### config.mk
export PLATFORM = sky130hd
export DESIGN_NAME = equiv_mismatch_monitor
export DESIGN_NICKNAME = d
export VERILOG_FILES = /design/src/rtl/equiv_mon_pkg.sv /design/src/rtl/equiv_sat_counter.sv /design/src/rtl/equiv_mismatch_monitor.sv
export SDC_FILE = /design/constraint.sdc
export NUM_CORES = 1
export LEC_CHECK = 0
export BUFFER_PORTS_ARGS = -buffer_cell sky130_fd_sc_hd__buf_2
export CAP_MARGIN = 20
export CORE_MARGIN = 2
export CORE_UTILIZATION = 28
export CTS_CLUSTER_DIAMETER = 60
export DETAILED_ROUTE_END_ITERATION = 16
export GPL_TIMING_DRIVEN = 0
export PLACE_DENSITY = 0.57
export SLEW_MARGIN = 20
export SYNTH_ARGS = -nofsm -noshare
export SYNTH_HDL_FRONTEND = slang
export SYNTH_SLANG_ARGS = --single-unit
### constraint.sdc
create_clock -name clk -period 2.1 [get_ports clk]
set_input_delay 0.42 -clock clk [delete_from_list [all_inputs] [get_ports clk]]
set_output_delay 0.42 -clock clk [all_outputs]
set_load 0.01 [all_outputs]
### src/rtl/equiv_mon_pkg.sv
`default_nettype none
// ============================================================================
// Module   : equiv_mon_pkg
// Brief    : Shared state encoding and default sizing for the equivalence
//            mismatch monitor.
// Revision : 1.0 - initial release
// ============================================================================
package equiv_mon_pkg;

    localparam int c_DEF_WIDTH  = 91;
    localparam int c_DEF_WARMUP = 4;
    localparam int c_DEF_CNT_W  = 16;
    localparam int c_DEF_IDX_W  = 32;

    // Monitor phases: masked warm-up, armed, holding a record, record drained
    typedef enum logic [1:0] {
        WARM  = 2'd0,
        ARMED = 2'd1,
        HOLD  = 2'd2,
        DONE  = 2'd3
    } state_t;

endpackage : equiv_mon_pkg
`default_nettype wire

### src/rtl/equiv_sat_counter.sv
`default_nettype none
// ============================================================================
// Module   : equiv_sat_counter
// Brief    : Up-counter with increment enable and synchronous clear that
//            holds at all-ones instead of wrapping.
// Revision : 1.0 - initial release
// ============================================================================
module equiv_sat_counter
    import equiv_mon_pkg::*;
#(
    parameter int WIDTH = 8
) (
    input  logic             clk,
    input  logic             rst_n,
    input  logic             i_clear,
    input  logic             i_inc,
    output logic [WIDTH-1:0] o_count
);

    logic [WIDTH-1:0] r_count;

    // Count enabled events; stop at all-ones; clear wins over increment
    always_ff @(posedge clk or negedge rst_n) begin
        if (!rst_n) begin
            r_count <= '0;
        end else if (i_clear) begin
            r_count <= '0;
        end else if (i_inc && (r_count != {WIDTH{1'b1}})) begin
            r_count <= r_count + 1'b1;
        end
    end

    assign o_count = r_count;

endmodule : equiv_sat_counter
`default_nettype wire

### src/rtl/equiv_mismatch_monitor.sv
`default_nettype none
// ============================================================================
// Module   : equiv_mismatch_monitor
// Brief    : Compares two candidate outputs on qualified cycles, counts
//            mismatches after a warm-up window, and offers the first failing
//            sample (index + XOR diff) on a valid/ready record port.
// Revision : 1.0 - initial release
// ============================================================================
module equiv_mismatch_monitor
    import equiv_mon_pkg::*;
#(
    parameter int          WIDTH  = c_DEF_WIDTH,
    parameter int unsigned WARMUP = c_DEF_WARMUP,
    parameter int          CNT_W  = c_DEF_CNT_W,
    parameter int          IDX_W  = c_DEF_IDX_W
) (
    input  logic             clk,
    input  logic             rst_n,
    input  logic [WIDTH-1:0] y_1,
    input  logic [WIDTH-1:0] y_2,
    input  logic             sample_en,
    input  logic             clear,
    output logic             mismatch,
    output logic             fail,
    output logic [CNT_W-1:0] mismatch_count,
    output logic             report_valid,
    input  logic             report_ready,
    output logic [IDX_W-1:0] report_idx,
    output logic [WIDTH-1:0] report_diff
);

    // With no warm-up window the monitor comes out of reset already armed
    localparam state_t c_RST_STATE = (WARMUP == 0) ? ARMED : WARM;

    state_t           r_state;
    state_t           w_state_nx;

    logic [IDX_W-1:0] w_idx_cnt;
    logic [WIDTH-1:0] r_diff_q;
    logic             r_vld_q;
    logic [IDX_W-1:0] r_idx_q;

    logic             w_hit;
    logic             w_warm_done;
    logic             w_capture;
    logic             w_report_valid;

    logic             r_mismatch;
    logic             r_fail;
    logic [IDX_W-1:0] r_report_idx;
    logic [WIDTH-1:0] r_report_diff;

    // ------------------------------------------------------------------------
    // Sample index: position of the next qualified sample, saturating
    // ------------------------------------------------------------------------
    equiv_sat_counter #(
        .WIDTH (IDX_W)
    ) u_idx_cnt (
        .clk     (clk),
        .rst_n   (rst_n),
        .i_clear (clear),
        .i_inc   (sample_en),
        .o_count (w_idx_cnt)
    );

    // Stage 1: register the XOR difference and index of each qualified sample
    always_ff @(posedge clk or negedge rst_n) begin
        if (!rst_n) begin
            r_vld_q  <= 1'b0;
            r_diff_q <= '0;
            r_idx_q  <= '0;
        end else if (clear) begin
            r_vld_q  <= 1'b0;
            r_diff_q <= '0;
            r_idx_q  <= '0;
        end else begin
            r_vld_q <= sample_en;
            if (sample_en) begin
                r_diff_q <= y_1 ^ y_2;
                r_idx_q  <= w_idx_cnt;
            end
        end
    end

    // Stage 2 qualifier: a registered sample that differs, outside warm-up
    assign w_hit = r_vld_q && (|r_diff_q) && (r_state != WARM);

    // ------------------------------------------------------------------------
    // Warm-up: count registered samples while masked; leave WARM on the one
    // that completes the window so the next sample is the first armed one.
    // ------------------------------------------------------------------------
    generate
        if (WARMUP > 0) begin : g_warm
            localparam int c_WARM_W = $clog2(WARMUP + 1);

            logic [c_WARM_W-1:0] w_warm_cnt;

            equiv_sat_counter #(
                .WIDTH (c_WARM_W)
            ) u_warm_cnt (
                .clk     (clk),
                .rst_n   (rst_n),
                .i_clear (clear),
                .i_inc   (r_vld_q && (r_state == WARM)),
                .o_count (w_warm_cnt)
            );

            assign w_warm_done = r_vld_q &&
                (({{(32-c_WARM_W){1'b0}}, w_warm_cnt} + 32'd1) >= WARMUP);
        end else begin : g_no_warm
            assign w_warm_done = 1'b1;
        end
    endgenerate

    // Mismatch count: every armed hit, saturating at all-ones
    equiv_sat_counter #(
        .WIDTH (CNT_W)
    ) u_mis_cnt (
        .clk     (clk),
        .rst_n   (rst_n),
        .i_clear (clear),
        .i_inc   (w_hit),
        .o_count (mismatch_count)
    );

    // FSM state register; clear returns to the post-reset state
    always_ff @(posedge clk or negedge rst_n) begin
        if (!rst_n) begin
            r_state <= c_RST_STATE;
        end else if (clear) begin
            r_state <= c_RST_STATE;
        end else begin
            r_state <= w_state_nx;
        end
    end

    // FSM next state: warm-up -> armed -> hold record -> drained
    always_comb begin
        w_state_nx = r_state;
        case (r_state)
            WARM:    if (w_warm_done)  w_state_nx = ARMED;
            ARMED:   if (w_hit)        w_state_nx = HOLD;
            HOLD:    if (report_ready) w_state_nx = DONE;
            DONE:    w_state_nx = DONE;
            default: w_state_nx = c_RST_STATE;
        endcase
    end

    // FSM outputs: valid is purely state-decoded, so ready never reaches it
    always_comb begin
        w_report_valid = (r_state == HOLD);
        w_capture      = (r_state == ARMED) && w_hit;
    end

    // Pulse per armed hit, sticky fail, and first-failure record capture
    always_ff @(posedge clk or negedge rst_n) begin
        if (!rst_n) begin
            r_mismatch    <= 1'b0;
            r_fail        <= 1'b0;
            r_report_idx  <= '0;
            r_report_diff <= '0;
        end else if (clear) begin
            r_mismatch    <= 1'b0;
            r_fail        <= 1'b0;
            r_report_idx  <= '0;
            r_report_diff <= '0;
        end else begin
            r_mismatch <= w_hit;
            if (w_capture) begin
                r_fail        <= 1'b1;
                r_report_idx  <= r_idx_q;
                r_report_diff <= r_diff_q;
            end
        end
    end

    assign mismatch     = r_mismatch;
    assign fail         = r_fail;
    assign report_valid = w_report_valid;
    assign report_idx   = r_report_idx;
    assign report_diff  = r_report_diff;

endmodule : equiv_mismatch_monitor
`default_nettype wire

After elaboration in Yosys (flattened, before gate mapping)
Cells that the tools add are included.
{"block": "word_totals", "memories": 0, "latch_bits": 0, "rom_bits": 0, "out_inout_bits": 142, "register_bits": 302, "input_bits": 187, "elab_cells": 66, "ram_bits": 0}
{"block": "classes", "n_reduce_logical": 17, "muxes": 23, "bitwise": 1, "div": 0, "n_eq_ne": 9, "mul": 0, "shifts": 0, "order_cmp": 1, "add_sub_neg": 4}
{"op": "91-bit two-way mux", "n": 4}
{"op": "32-bit two-way mux", "n": 6}
{"op": "91-bit OR reduction", "n": 1}
{"op": "91-bit bitwise XOR", "n": 1}
{"op": "32-bit by 1-bit adder with 32-bit output (second input constant)", "n": 1}
{"op": "16-bit two-way mux", "n": 2}
{"op": "32-bit != test (second input constant)", "n": 1}
{"op": "16-bit by 1-bit adder with 16-bit output (second input constant)", "n": 1}
{"op": "16-bit != test (second input constant)", "n": 1}
{"op": "2-bit nonzero test", "n": 6}
{"op": "1-bit logical AND", "n": 8}
{"op": "2-bit two-way mux", "n": 4}
{"op": "2-bit case mux with 4 select lines", "n": 1}
{"op": "3-bit two-way mux", "n": 2}
{"op": "3-bit by 2-bit != test with 1-bit output (second input constant)", "n": 2}
{"op": "3-bit != test (second input constant)", "n": 2}
{"op": "3-bit by 1-bit adder with 4-bit output (second input constant)", "n": 1}
{"op": "2-bit == test (second input constant)", "n": 2}
{"op": "4-bit by 3-bit >= comparator with 1-bit output (second input constant)", "n": 1}
{"op": "1-bit two-way mux", "n": 4}
{"op": "3-bit by 1-bit adder with 3-bit output (second input constant)", "n": 1}
{"op": "3-bit AND reduction", "n": 1}
{"op": "2-bit by 1-bit == test with 1-bit output (second input constant)", "n": 1}
{"op": "2-bit logical NOT", "n": 1}

Longest topological paths before layout
{"block": "depth", "word_depth": 6, "mapped_depth": 9, "mapped_depth_nobuf": 7}

Cells and area by module
A second synthesis with hierarchy kept.
{"block": "unflattened", "hier_cells": 1395, "hier_area_um2": 14945.6}
{"module": "equiv_mismatch_monitor", "n_inst": 1, "seq_area_each_um2": 6281.0, "area_per_inst_um2": 11965.2, "cells_per_inst": 1084}
{"module": "equiv_sat_counter (u_idx_cnt)", "n_inst": 1, "seq_area_each_um2": 800.8, "area_per_inst_um2": 1854.3, "cells_per_inst": 198}
{"module": "equiv_sat_counter (u_mis_cnt)", "n_inst": 1, "seq_area_each_um2": 400.4, "area_per_inst_um2": 942.2, "cells_per_inst": 98}
{"module": "equiv_sat_counter (g_warm.u_warm_cnt)", "n_inst": 1, "seq_area_each_um2": 75.1, "area_per_inst_um2": 183.9, "cells_per_inst": 15}

Worst setup path after synthesis
OpenSTA, ideal clock, no wires.
{"block": "synth_timing", "kind": "register to register", "startpoint": "register r_diff_q[35]", "endpoint": "register r_report_idx[28], in the netlist report_idx[28]", "setup_time_ps": 132, "stages_incl_launch_ff": 10, "t_arrival_ps": 1944, "period_less_slack_ps": 2076, "t_required_ps": 1968, "n_path_buf": 3, "setup_slack_ps": 24, "path_cell_list": "dfrtp_1 > nor4_1 > nand4_1 > nor4_1 > a211oi_1 > buf_2 > buf_4 > buf_2 > mux2i_1 > nor2_1"}
{"block": "synth_between", "elab_chain_len": 5}
{"element": "start: declaration", "line": "equiv_mismatch_monitor.sv:39", "source": "logic [WIDTH-1:0] r_diff_q;"}
{"element": "start signal: assignment", "line": "equiv_mismatch_monitor.sv:79", "source": "r_diff_q <= y_1 ^ y_2;"}
{"element": "91-bit OR reduction", "line": "equiv_mismatch_monitor.sv:86", "source": "assign w_hit = r_vld_q && (|r_diff_q) && (r_state != WARM);"}
{"element": "1-bit logical AND (2 in series)", "line": "equiv_mismatch_monitor.sv:86"}
{"element": "1-bit logical AND", "line": "equiv_mismatch_monitor.sv:152", "source": "w_capture = (r_state == ARMED) && w_hit;"}
{"element": "2-bit nonzero test (no line)"}
{"element": "end signal: assignment", "line": "equiv_mismatch_monitor.sv:171", "source": "r_report_idx <= r_idx_q;"}
{"element": "end: declaration", "line": "equiv_mismatch_monitor.sv:50", "source": "logic [IDX_W-1:0] r_report_idx;"}
No other way between the ends.
A chain may end at the register's enable or synchronous reset.

Worst setup path in the final report
{"block": "layout_timing", "startpoint": "register r_diff_q[82]", "endpoint": "register r_report_diff[84], in the netlist report_diff[84]"}
{"block": "layout_between", "elab_chain_len": 5}
{"element": "91-bit OR reduction", "line": "equiv_mismatch_monitor.sv:86"}
{"element": "1-bit logical AND (2 in series)", "line": "equiv_mismatch_monitor.sv:86"}
{"element": "1-bit logical AND", "line": "equiv_mismatch_monitor.sv:152"}
{"element": "2-bit nonzero test (no line)"}
{"element": "end signal: assignment", "line": "equiv_mismatch_monitor.sv:172", "source": "r_report_diff <= r_diff_q;"}
{"element": "end: declaration", "line": "equiv_mismatch_monitor.sv:51", "source": "logic [WIDTH-1:0] r_report_diff;"}
No other way between the ends.

==> flow_summary.toml <==
[power_and_ir_drop]
pwr-share-comb_pct = 7.9
seq_power_share_pct = 43.9
ir_worst_vdd_mv = 0.471
cellPowerDensity_nw_per_um2 = 753
p_sw_w = 0.00342
clockPowerShare_pct = 48.2
p_leak_nw = 8.42
power.internal_w = 0.0105
switching_share_pct = 24.5

[finish]
multi_input_area_um2 = 6030
num-fill-cells = 4754
drive_above_1_share_pct = 31.9
num-nets-final = 1864
regArea_um2 = 7580
antenna_cells = 0
syn2layout_area_growth_pct = 36.4

[route]
finalWirelength_um = 44100
route.detailed.drc = 0
highest_layer = "met5"
routed_via_density = 4.78
drtPass1Iterations = 5
ant_nets = 0
drt_iter0_drc = 573
wl_met3_um = 2080
route.vias.total = 11100
m1WireLength_um = 19200
wl_met2_um = 21900
avgRoutedWirePerCell_um = 19.0

[yosys]
synthArstFlopShare_pct = 100
synth_common_cells = "dfrtp_1, nor2_1, mux2i_1"
synth-xor-area-share_pct = 7.41
yosysTopAreaCell = "dfrtp_1"
synthSimpleGateAreaFrac_pct = 15.0
syn_inst = 1253
yosysWarnings = 0
synth_fa_ha_area_share_pct = 0.368
synth.yosys.seq_area_share_pct = 55.6
synth_fp_nets = 1444
syn_area_um2 = 13600
yosys-top-cells-area = "dfrtp_1, mux2i_1, nor2_1"
muxShareOfSynthArea_pct = 12.4
postSynthAreaPerCell_um2 = 10.9
synth_top_family_by_area = "simple AND/OR/NAND/NOR gates"
synth_edf_count = 0
ys.flop_type = "dfrtp_1"
ys_ff_latch = 302
yosys.cell_count.top_type = "dfrtp_1"
synth.top_cell.area_share_pct = 55.6
synth_compound_area_share_pct = 6.72
synth_cell_types = 39

[critical_path]
critical_path.max_fanout = 8
slowest_delay_ns = 0.42
critPathTopFamily = "simple AND/OR/NAND/NOR gates"
ff2ff_path_depth = 10
crit_top_cell = "buf_12"
start_kind = "flop"
cp.required_ns = 2.49
r2r_end = "report_diff[84]$_DFFE_PN0P_"
path_buf_inv = 4
r2r_slack_ns = -0.30
worstSetupPathType = "reg -> reg"
arrival_ns = 2.79
r2r-start = "r_diff_q[82]$_DFFE_PN0P_"
setup.worst_path.end_class = "flop"
crit_path_top_delay_cell = "dfrtp_1"
cp_cell_sequence = "nor4_4, nand4_1, nor4_4, buf_6, a211oi_4, buf_12, buf_12, buf_12, mux2i_1, nor2_1"

[timing]
worstMarginPinSlew_ns = 0.938
skew_ns = 0.0245
slew_viol_final = 0
timing.final.crit_period_ns = 2.40
fmaxAchievable_mhz = 416
rsz0062_at_grt = "yes"
setup_viol = 141
max-slew-margin-rel_pct = 37.4
period_share_pct = 114
finalHoldViolations = 0
setup_slack_ns = -0.301
whs_ns = 0.158

[hold_path]
hold_path_end = "r_state[0]$_DFFE_PN0P_"
holdCritStartpoint = "report_ready"
hold_path.class = "in -> reg"
hold_depth = 3

[clock_network]
cts.sinks = 302
cts_tree = "built"
clock_latency_ns = 0.55
htreeDepth = 2
cts_buffers = 38
clockBufferDepth = 3
clock-root-buffer = "clkbuf_16"
path_clk_slew_ns = 0.06

[floorplanning]
die_w_um = 224
coreArea_um2 = 47800
io_pins = 329
dieArea_um2 = 50400
rows = 80
die_height_um = 224
start_util_pct = 28.4

[placement]
gp_congestion = 0.822
dp_hpwl_um = 31600
post-place-ws_ns = -1.49
port_buffers = 327

[grt]
grt_max_degree = 87
grt_use_total_pct = 17.0
grt_pass1_vias = 10900
grt_pass1_wl_um = 65900
grt_overflow_total = 0
antenna_found_initial = 2

[outcome]
failed_checks = "negative setup slack"
outcome = "finished with violations"

[flow_run]
maxCapViolCount = 0
==> layout by cell type, fill, tap and decap left out, drive strengths merged, types with 5 or more instances in the layout <==
cell type	n
buf	402
dfrtp	302
nor2	292
mux2i	159
clkbuf	110
xnor2	109
a211oi	94
nor4	33
nand2	23
nand4	22
nand3	20
nor3	20
a21oi	14
nor2b	10
or3	10
o21ai	10
mux2	8
inv	8
xor2	6
or4	6
clkinv	5
and3	5
==> power by group through the flow <==
stage	Clock, W	Sequential [W]	Combinational, W
after floorplan	0	0.00616	0.000512
after global placement	0	0.00622	0.00105
after detailed placement	0	0.00622	0.00109
after CTS	0.00690	0.00613	0.00112
after global routing	0.00713	0.00615	0.00122
final	0.00674	0.00614	0.00110
==> sequential cells by signal, indices dropped and copies added (netlist names) <==
signal	flops
fail	1
g_warm.u_warm_cnt.o_count	3
mismatch	1
r_diff_q	91
r_idx_q	32
r_state	2
r_vld_q	1
report_diff	91
report_idx	32
u_idx_cnt.o_count	32
u_mis_cnt.o_count	16
==> final cells by class <==
type / count / area share, %
buffer: 76 / 2.70
clock buffer: 53 / 5.87
clock inverter: 15 / 1.07
inverter: 4 / 0.0809
multi-input combinational: 867 / 32.5
sequential: 302 / 40.8
tap: 615 / 4.15
timing repair buffer: 384 / 12.8
==> per-stage QoR <==
stage / util (%) / setup TNS (ns) / instance area, um2 / std cells / power, W
2_1_floorplan: - / 0 / 13600 / 1253 / 0.00667
4_1_cts: 37.4 / -42.43 / 17900 / 2284 / 0.0141
3_5_place_dp: 33.7 / -234.16 / 16100 / 2198 / 0.00731
5_1_grt: 38.8 / -47.36 / 18600 / 2316 / 0.0145
6_report: 38.8 / -33.98 / 18600 / 2316 / 0.0140
3_3_place_gp: 33.5 / -1859.26 / 16000 / 2195 / 0.00727
==> cell families after synthesis <==
kind of cell               after synthesis
xor gates and xnor gates               115
muxes                                  167
DFF                                    302
adders and majority gates                4
AOI/OAI and AO/OA                      128
and+or+nand+nor                        453
buffers and inverters                   84
==> worst max path at each step <==
stage | to | depth (start not counted) | start
after floorplan | report_idx[28]$_DFFE_PN0P_ | 9 | r_diff_q[35]$_DFFE_PN0P_
final | report_diff[84]$_DFFE_PN0P_ | 10 | r_diff_q[82]$_DFFE_PN0P_
after CTS | report_diff[88]$_DFFE_PN0P_ | 10 | r_diff_q[13]$_DFFE_PN0P_
after detailed placement | report_idx[24]$_DFFE_PN0P_ | 9 | r_diff_q[85]$_DFFE_PN0P_
after global placement | report_diff[60]$_DFFE_PN0P_ | 1 | rst_n
after global routing | report_diff[89]$_DFFE_PN0P_ | 10 | r_diff_q[82]$_DFFE_PN0P_
==> worst register-to-register path, cell delays in order (launching register included) <==
cell and delay (ns):
dfrtp_1 0.42, nor4_4 0.42, nand4_1 0.20, nor4_4 0.27, buf_6 0.16, a211oi_4 0.07, buf_12 0.17, buf_12 0.17
buf_12 0.15, mux2i_1 0.16, nor2_1 0.06
==> layer usage <==
layer	up-vias	global-route usage (%)
li1	5209	-
met1	5497	21.9
met2	299	29.3
met3	63	3.40
met4	2	4.10
met5	-	0
==> repair_timing <==
action                     4_1_cts  5_1_grt
pin swaps                       11       29
hold buffers                     1        0
cloned                           5        6
buffers inserted                15       27
setup endpoints to repair      201      164
hold endpoints to repair        83        0
resized for setup               71       85
(Power assumes the default switching activity.)
